`src/rtl/uart_rx_param.sv`:
```
// Parametrised UART receiver: 2-flop synchroniser, false-start rejection,
// parity/framing/overrun detection and a first-word-fall-through receive FIFO.
module uart_rx_param #(
  parameter int CLKS_PER_BIT = 2600,
  parameter int DATA_BITS    = 8,
  parameter int PARITY_EN    = 0,
  parameter int PARITY_ODD   = 0,
  parameter int STOP_BITS    = 1,
  parameter int FIFO_DEPTH   = 4
) (
  input  logic                                clk,
  input  logic                                clr,
  input  logic                                RxD,
  input  logic                                rd_en,
  input  logic                                err_clr,
  output logic [DATA_BITS-1:0]                rx_data,
  output logic                                rx_valid,
  output logic [$clog2(FIFO_DEPTH+1)-1:0]     fifo_count,
  output logic                                FE,
  output logic                                PE,
  output logic                                OE
);

  localparam int HALF = CLKS_PER_BIT / 2;
  localparam int BW   = $clog2(CLKS_PER_BIT);
  localparam int CW   = $clog2(FIFO_DEPTH + 1);
  localparam int PW   = $clog2(FIFO_DEPTH);
  localparam logic [BW-1:0] HALF_LAST = BW'(HALF - 1);
  localparam logic [BW-1:0] BIT_LAST  = BW'(CLKS_PER_BIT - 1);

  typedef enum logic [2:0] {
    S_IDLE   = 3'd0,
    S_START  = 3'd1,
    S_DATA   = 3'd2,
    S_PARITY = 3'd3,
    S_STOP   = 3'd4,
    S_WAIT   = 3'd5
  } state_t;

  state_t                 r_state;
  state_t                 w_state_nxt;
  logic                   r_sync1;
  logic                   r_sync2;
  logic [BW-1:0]          r_baud;
  logic [3:0]             r_bitcnt;
  logic [DATA_BITS-1:0]   r_shift;
  logic                   r_pbad;
  logic                   r_fbad;
  logic [DATA_BITS-1:0]   r_mem [FIFO_DEPTH];
  logic [PW-1:0]          r_wr_ptr;
  logic [PW-1:0]          r_rd_ptr;
  logic [CW-1:0]          r_count;
  logic                   r_fe;
  logic                   r_pe;
  logic                   r_oe;

  logic w_rx_s;
  logic w_counting;
  logic w_tick;
  logic w_last_bit;
  logic w_last_stop;
  logic w_fbad_now;
  logic w_par_exp;
  logic w_push;
  logic w_pop;
  logic w_full;
  logic w_wr;
  logic w_ovf;

  assign w_rx_s      = r_sync2;
  assign w_counting  = (r_state == S_START) || (r_state == S_DATA) ||
                       (r_state == S_PARITY) || (r_state == S_STOP);
  assign w_tick      = ((r_state == S_START) && (r_baud == HALF_LAST)) ||
                       (w_counting && (r_state != S_START) && (r_baud == BIT_LAST));
  assign w_last_bit  = (r_bitcnt == 4'(DATA_BITS - 1));
  assign w_last_stop = (r_bitcnt == 4'(STOP_BITS - 1));
  assign w_fbad_now  = r_fbad | ~w_rx_s;
  assign w_par_exp   = (^r_shift) ^ PARITY_ODD[0];
  assign w_push      = (r_state == S_STOP) && w_tick && w_last_stop;

  // Two-flop synchroniser; resets to the idle-high line level.
  always_ff @(posedge clk) begin
    if (clr) begin
      r_sync1 <= 1'b1;
      r_sync2 <= 1'b1;
    end else begin
      r_sync1 <= RxD;
      r_sync2 <= r_sync1;
    end
  end

  // Receiver state register.
  always_ff @(posedge clk) begin
    if (clr) r_state <= S_IDLE;
    else     r_state <= w_state_nxt;
  end

  // Next-state logic; a framing-bad frame parks in S_WAIT so a held break cannot retrigger.
  always_comb begin
    w_state_nxt = r_state;
    case (r_state)
      S_IDLE:   if (!w_rx_s) w_state_nxt = S_START; else w_state_nxt = S_IDLE;
      S_START:  if (w_tick) w_state_nxt = w_rx_s ? S_IDLE : S_DATA; else w_state_nxt = S_START;
      S_DATA:   if (w_tick && w_last_bit) w_state_nxt = (PARITY_EN != 0) ? S_PARITY : S_STOP;
                else w_state_nxt = S_DATA;
      S_PARITY: if (w_tick) w_state_nxt = S_STOP; else w_state_nxt = S_PARITY;
      S_STOP:   if (w_push) w_state_nxt = w_fbad_now ? S_WAIT : S_IDLE; else w_state_nxt = S_STOP;
      S_WAIT:   if (w_rx_s) w_state_nxt = S_IDLE; else w_state_nxt = S_WAIT;
      default:  w_state_nxt = S_IDLE;
    endcase
  end

  // Baud/bit counters, data shifter and per-frame error capture.
  always_ff @(posedge clk) begin
    if (clr) begin
      r_baud   <= '0;
      r_bitcnt <= 4'd0;
      r_shift  <= '0;
      r_pbad   <= 1'b0;
      r_fbad   <= 1'b0;
    end else begin
      r_baud   <= (w_counting && !w_tick) ? r_baud + BW'(1) : '0;
      r_bitcnt <= (w_state_nxt != r_state) ? 4'd0 : (w_tick ? r_bitcnt + 4'd1 : r_bitcnt);
      if (r_state == S_DATA && w_tick) r_shift <= {w_rx_s, r_shift[DATA_BITS-1:1]};
      if (r_state == S_IDLE) begin
        r_pbad <= 1'b0;
        r_fbad <= 1'b0;
      end else if (r_state == S_PARITY && w_tick) begin
        r_pbad <= w_rx_s ^ w_par_exp;
      end else if (r_state == S_STOP && w_tick) begin
        r_fbad <= w_fbad_now;
      end
    end
  end

  assign w_pop  = rd_en && (r_count != '0);
  assign w_full = (r_count == CW'(FIFO_DEPTH));
  assign w_wr   = w_push && (!w_full || w_pop);
  assign w_ovf  = w_push && w_full && !w_pop;

  // FIFO storage; contents need no reset since rx_data is masked while empty.
  always_ff @(posedge clk) begin
    if (!clr && w_wr) r_mem[r_wr_ptr] <= r_shift;
  end

  // FIFO pointers and occupancy; pointers wrap naturally at the power-of-two depth.
  always_ff @(posedge clk) begin
    if (clr) begin
      r_wr_ptr <= '0;
      r_rd_ptr <= '0;
      r_count  <= '0;
    end else begin
      if (w_wr)  r_wr_ptr <= r_wr_ptr + PW'(1);
      if (w_pop) r_rd_ptr <= r_rd_ptr + PW'(1);
      if (w_wr && !w_pop)      r_count <= r_count + CW'(1);
      else if (w_pop && !w_wr) r_count <= r_count - CW'(1);
      else                     r_count <= r_count;
    end
  end

  // Sticky error flags; a set in the same cycle wins over err_clr.
  always_ff @(posedge clk) begin
    if (clr) begin
      r_fe <= 1'b0;
      r_pe <= 1'b0;
      r_oe <= 1'b0;
    end else begin
      r_fe <= (w_push && w_fbad_now) ? 1'b1 : (err_clr ? 1'b0 : r_fe);
      r_pe <= (w_push && r_pbad)     ? 1'b1 : (err_clr ? 1'b0 : r_pe);
      r_oe <= w_ovf                  ? 1'b1 : (err_clr ? 1'b0 : r_oe);
    end
  end

  assign rx_valid   = (r_count != '0);
  assign rx_data    = rx_valid ? r_mem[r_rd_ptr] : '0;
  assign fifo_count = r_count;
  assign FE         = r_fe;
  assign PE         = r_pe;
  assign OE         = r_oe;

endmodule

```
`config.mk`:
```
export PLATFORM = sky130hd
export DESIGN_NAME = uart_rx_param
export DESIGN_NICKNAME = d
export VERILOG_FILES = /design/src/rtl/uart_rx_param.sv
export SDC_FILE = /design/constraint.sdc
export NUM_CORES = 1
export LEC_CHECK = 0
export CORE_MARGIN = 1.5
export CORE_UTILIZATION = 50
export DETAILED_ROUTE_END_ITERATION = 16
export PLACE_DENSITY_LB_ADDON = 0.08
export SETUP_SLACK_MARGIN = 0.02
export SLEW_MARGIN = 20
export SYNTH_ARGS = -nofsm -noshare
export SYNTH_HDL_FRONTEND = slang
export SYNTH_SLANG_ARGS = --single-unit
```
`constraint.sdc`:
```
create_clock -name clk -period 3.61 [get_ports clk]
set_clock_uncertainty 0.2 [all_clocks]
set_input_delay 0.5415 -clock clk [delete_from_list [all_inputs] [get_ports clk]]
set_output_delay 0.5415 -clock clk [all_outputs]
set_load 0.005 [all_outputs]
```
---- After elaboration in Yosys (flattened, before gate mapping) ----
Memory sizes are Yosys's and may differ from the RTL's. A register that Yosys moved wholly into a read port is not among the register bits.
Cells that the tools add are included.
storage, ports and cells
  register bits after elaboration ......... 41
  memory bits (writable) .................. 32
  input bits .............................. 5
  output and inout bits ................... 15
  word-level logic and storage cells ...... 97
  memories ................................ 1
memories
  memory  words  bits a word  read ports  clocked after Yosys merged registers in  wr ports  RTL line  source
  r_mem   4      8            1           1                                        1         49        logic [DATA_BITS-1:0] r_mem [FIFO_DEPTH];
cells by class
  $add $sub $neg .......................... 6
  equality and inequality tests ........... 11
  mux-type cells .......................... 20
  bitwise logic cells ..................... 5
  reduce and logical (&&, ||, !) cells .... 40
operator list
  cell                                             count
  two-way mux 3 bit                                7
  logical AND 1 bit                                18
  one-hot mux 3 bit (6 select lines)               1
  adder 12 x 1 -> 12 bit, second input constant    1
  == test 12 x 11 -> 1 bit, second input constant  1
  == test 12 bit, second input constant            1
  == test 3 bit, second input constant             3
  two-way mux 2 bit                                4
  two-way mux 8 bit                                1
  nonzero test 2 bit                               4
  XOR reduction 8 bit                              1
  two-way mux 1 bit                                7
  == test 3 x 2 -> 1 bit, second input constant    2
  OR reduction 2 bit                               3
  logical NOT 1 bit                                5
  logical OR 1 bit                                 5
  adder 2 x 1 -> 2 bit, second input constant      2
  adder 4 x 1 -> 4 bit, second input constant      1
  == test 4 x 3 -> 1 bit, second input constant    1
  logical NOT 4 bit                                1
  adder 3 x 1 -> 3 bit, second input constant      1
  == test 3 x 1 -> 1 bit, second input constant    1
  logical NOT 3 bit                                1
  != test 3 x 1 -> 1 bit, second input constant    1
  7 further kinds                                  9

---- Depth between registers and ports, before layout ----
  word-level depth ........................ 14
  mapped depth ............................ 11
  mapped depth without buffers ............ 11

---- Least setup slack after synthesis ----
Ideal clock, no wire load.
  kind .................................... register to register
  start ................................... reg r_bitcnt[0]
  end ..................................... reg r_count[2], in the netlist fifo_count[2]
  library setup time ...................... 0.071 ns
  arrival ................................. 2.460 ns
  data required time ...................... 3.339 ns
  path slack .............................. 0.879 ns
  stages on the path, launching flop included .. 12
  buffers on the path ..................... 0
  period minus slack after synthesis ...... 2.731 ns
  path through ............................ dfxtp_1 inv_1 ha_1 nor3b_1 nand2_1 nor3_2 ha_1 inv_1 fa_1 xor2_1 or3_1 a21oi_1
between the ends
  longest elaborated chain between the ends .. 6
  elaborated cells on any way between the ends .. 8
  those cells by class .................... mux (1); reduce/logical (7)
ends and longest elaborated chain
  item                          RTL line  source
  start: declaration            45        logic [3:0] r_bitcnt;
  start signal: assignment      123       r_bitcnt <= (w_state_nxt != r_state) ? 4'd0 : (w_tick ? r_bitcnt + 4'd1 : r_bitcnt);
  logical NOT 4 bit (*)         76        assign w_last_stop = (r_bitcnt == 4'(STOP_BITS - 1));
  logical AND 1 bit (*)         79        assign w_push = (r_state == S_STOP) && w_tick && w_last_stop;
  logical AND 1 bit (*)         138       assign w_wr = w_push && (!w_full || w_pop);
  logical NOT 1 bit             156       else if (w_pop && !w_wr) r_count <= r_count - CW'(1);
  logical AND 1 bit             156
  nonzero test 2 bit (no line)  n/a
  end signal: assignment        155       if (w_wr && !w_pop) r_count <= r_count + CW'(1);
  end signal: assignment        156
  end signal: assignment        157       else r_count <= r_count;
  end: declaration              52        logic [CW-1:0] r_count;
Mark *: on every way between the ends. The rest lies on a longest branch, timed or not.
A chain may end at the register's enable or synchronous reset.

---- Final worst setup path ----
Ends and elaborated chain as after synthesis.

==> metrics.txt <==
family with the most delay on the worst path simple AND/OR/NAND/NOR gates; CP Class flop to flop; Mapped Nets roughly 310; DRT iter0 DRCs 87; Buf/Inv on CP 2; Post-synth EDFFs 32; Worst R2R End fifo_count[2]; dpl ws 0.559 ns; Max-slew headroom 54.5%; Final #Nets 334; Synth-to-Final Area Change 14.8%; Max FO, Critical Path 4; Crit-path slowest cell nor3b_1; Worst-Skew Late Latency approximately 0.35 ns; WL final ~6000 µm; Synth top area share 27.8%; Seq/Total Area, Yosys 52.7%; R2R Path Start r_bitcnt[0]; RePlAce Congestion between 0.7 and 0.8; GRT overflow 0; Placeable Area 6720 µm²; layout cells sized above 1 12.6%; WL/cell 14.8 µm; average instance area after synthesis 11.5 µm²; Pleak 1.42 nW; Fillers 569; CP startpoint kind flop; count of final setup violators 0; Critical Path End fifo_count[2]; clock-pin slew on the worst setup and hold paths around 0.08 ns; DRC 0; setup_tns 0 ns; Synth Instances 300; Max Cap Viol 0; max-slew violation count 0; IO Port Bufs 19; post-CTS sizing 0; R2R cell count 11; die height 86.1 µm; fmax 0.334 GHz; Clock Path Buffers 2; top-count cell post-synth dfxtp_1; ys flop type dfxtp_1; cell count along the critical path 11; cell at the root of the clock tree clkbuf_8; setup ws final 0.619 ns; CP cell instances inv_1, ha_1, nor3b_1, nand2_1, nor3_2, ha_1, inv_1, fa_1, xor2_1, or3_1, a21oi_1; min-delay src r_sync1; initial antenna violation count 0; hold-fix buffer count after cts 0; r2r setup slk around 0.62 ns; Num Clock Sinks 75; Yosys warning count 0; Synth area leader edfxtp_1; CTS tree built; # IOs 20; Crit path largest cell delay ~0.40 ns; Worst Path Required approximately 3.7 ns; ANT cells 0; crit path launch r_bitcnt[0]; largest net degree at the start of global routing 28; Cell Rows 30; die area 7420 µm²; total number of vias 2185; Detailed Routing Iterations Pass 1 6; Final Critical Period 2.99 ns; Final Hold Fails 0; run status completed; Post-CTS Setup Inserts 0; Initial Util 51.4%; worst-margin pin slew 0.674 ns; Routed Antenna Nets 0; Final Util 59.1%; FFs w/ async S/R, synth 0%; Final period util 82.9%; Synth top cells by count dfxtp_1, nor2_1, edfxtp_1; H-tree level count 3; CTS Buf Count 9; #FFs+latches synth 75; top post-synthesis cells by area edfxtp_1, dfxtp_1, mux4_2; global-route wire length before repair 9980 µm; WP data arrival 3.07 ns; Distinct cells, synth 51; Total GRT Usage approximately 18%; PD cells about 550 nW/µm²; post-DP HPWL approximately 4000 µm; RSZ-0062 raised after global routing false; die width 86.1 µm; vias in the first global route roughly 2100; Mapped Area 3460 µm²; Hold Crit Class flop to flop; maximum VDD drop 196 µV; Via-to-Cell Ratio 5.40; CP Capture Type flop
==> routing by layer <==
metal  wire (µm)  track usage [%]  up-vias
met5           0                0        -
met4         152             10.3        0
li1            -                -     1111
met3         176             3.85       13
met1        2790             21.9     1019
met2        2880             29.6       42
==> area by class of cell <==
cell class                 instances  area, µm²  share of cell area [%]
clock buffer                      11        151                    3.81
timing repair buffer              22        213                    5.36
sequential                        75       1820                    45.9
clock inverter                     5        108                    2.71
tap                               80        100                    2.52
inverter                          10       37.5                   0.946
multi-input combinational        202       1540                    38.7
==> placed cells by master (no fill, tap or decap), types with 4 or more instances in the layout <==
cell type,count
or2_2,5
nor4bb_1,4
xnor2_1,11
clkdlybuf4s50_1,19
ha_1,8
nor2_1,41
clkbuf_8,11
or3_1,4
mux4_2,8
o21ai_0,6
nand3_1,12
mux2i_1,12
and2_1,12
and3_1,5
a21oi_1,8
inv_1,10
xor2_1,14
edfxtp_1,32
nand4_1,4
dfxtp_1,43
nand2_1,9
==> sequential cells by signal, indices dropped and copies added, names as in the netlist, 2 cells and up, named ones only <==
register and cells:
fifo_count 3, r_baud 12, r_bitcnt 4, r_mem 32
r_rd_ptr 2, r_shift 8, r_state 3, r_wr_ptr 2
==> report_power, final <==
part / total [mW] / leakage, nW / switching, mW / internal, mW
Combinational: 0.424 / 0.647 / 0.151 / 0.273
Sequential: 0.963 / 0.644 / 0.0553 / 0.907
Clock: 0.809 / 0.130 / 0.309 / 0.500
Total: 2.20 / 1.42 / 0.515 / 1.68
==> kinds of logic (layout without fill, tap and decap cells) <==
| kind of cell | count (synthesis) | count (layout) | share of synthesized area, % |
|---|---|---|---|
| compound gates | 27 | 27 | 5.40 |
| xor+xnor | 26 | 26 | 6.99 |
| fa+ha+maj | 9 | 9 | 3.48 |
| buf+inv | 23 | 48 | 2.79 |
| flops | 75 | 75 | 52.7 |
| mux | 21 | 21 | 9.02 |
| simple gates | 119 | 119 | 19.6 |
==> how the worst min path moves through the flow <==
stage	cells past startpoint	to
after global routing	1	r_sync2
after detailed placement	1	r_sync2
after CTS	1	r_sync2
after floorplan	1	r_sync2
final	1	r_sync2
after global placement	1	r_sync2
==> per-stage QoR <==
step           instances  power [mW]  instance area (µm²)  hold slack [ns]
2_1_floorplan        300        1.21                 3460            0.189
3_3_place_gp         389        1.41                 3710            0.193
3_5_place_dp         389        1.42                 3710            0.193
4_1_cts              405        2.23                 3970            0.212
5_1_grt              405        2.31                 3970            0.231
6_report             405        2.20                 3970            0.210
Power figures use the tool's default switching activity.
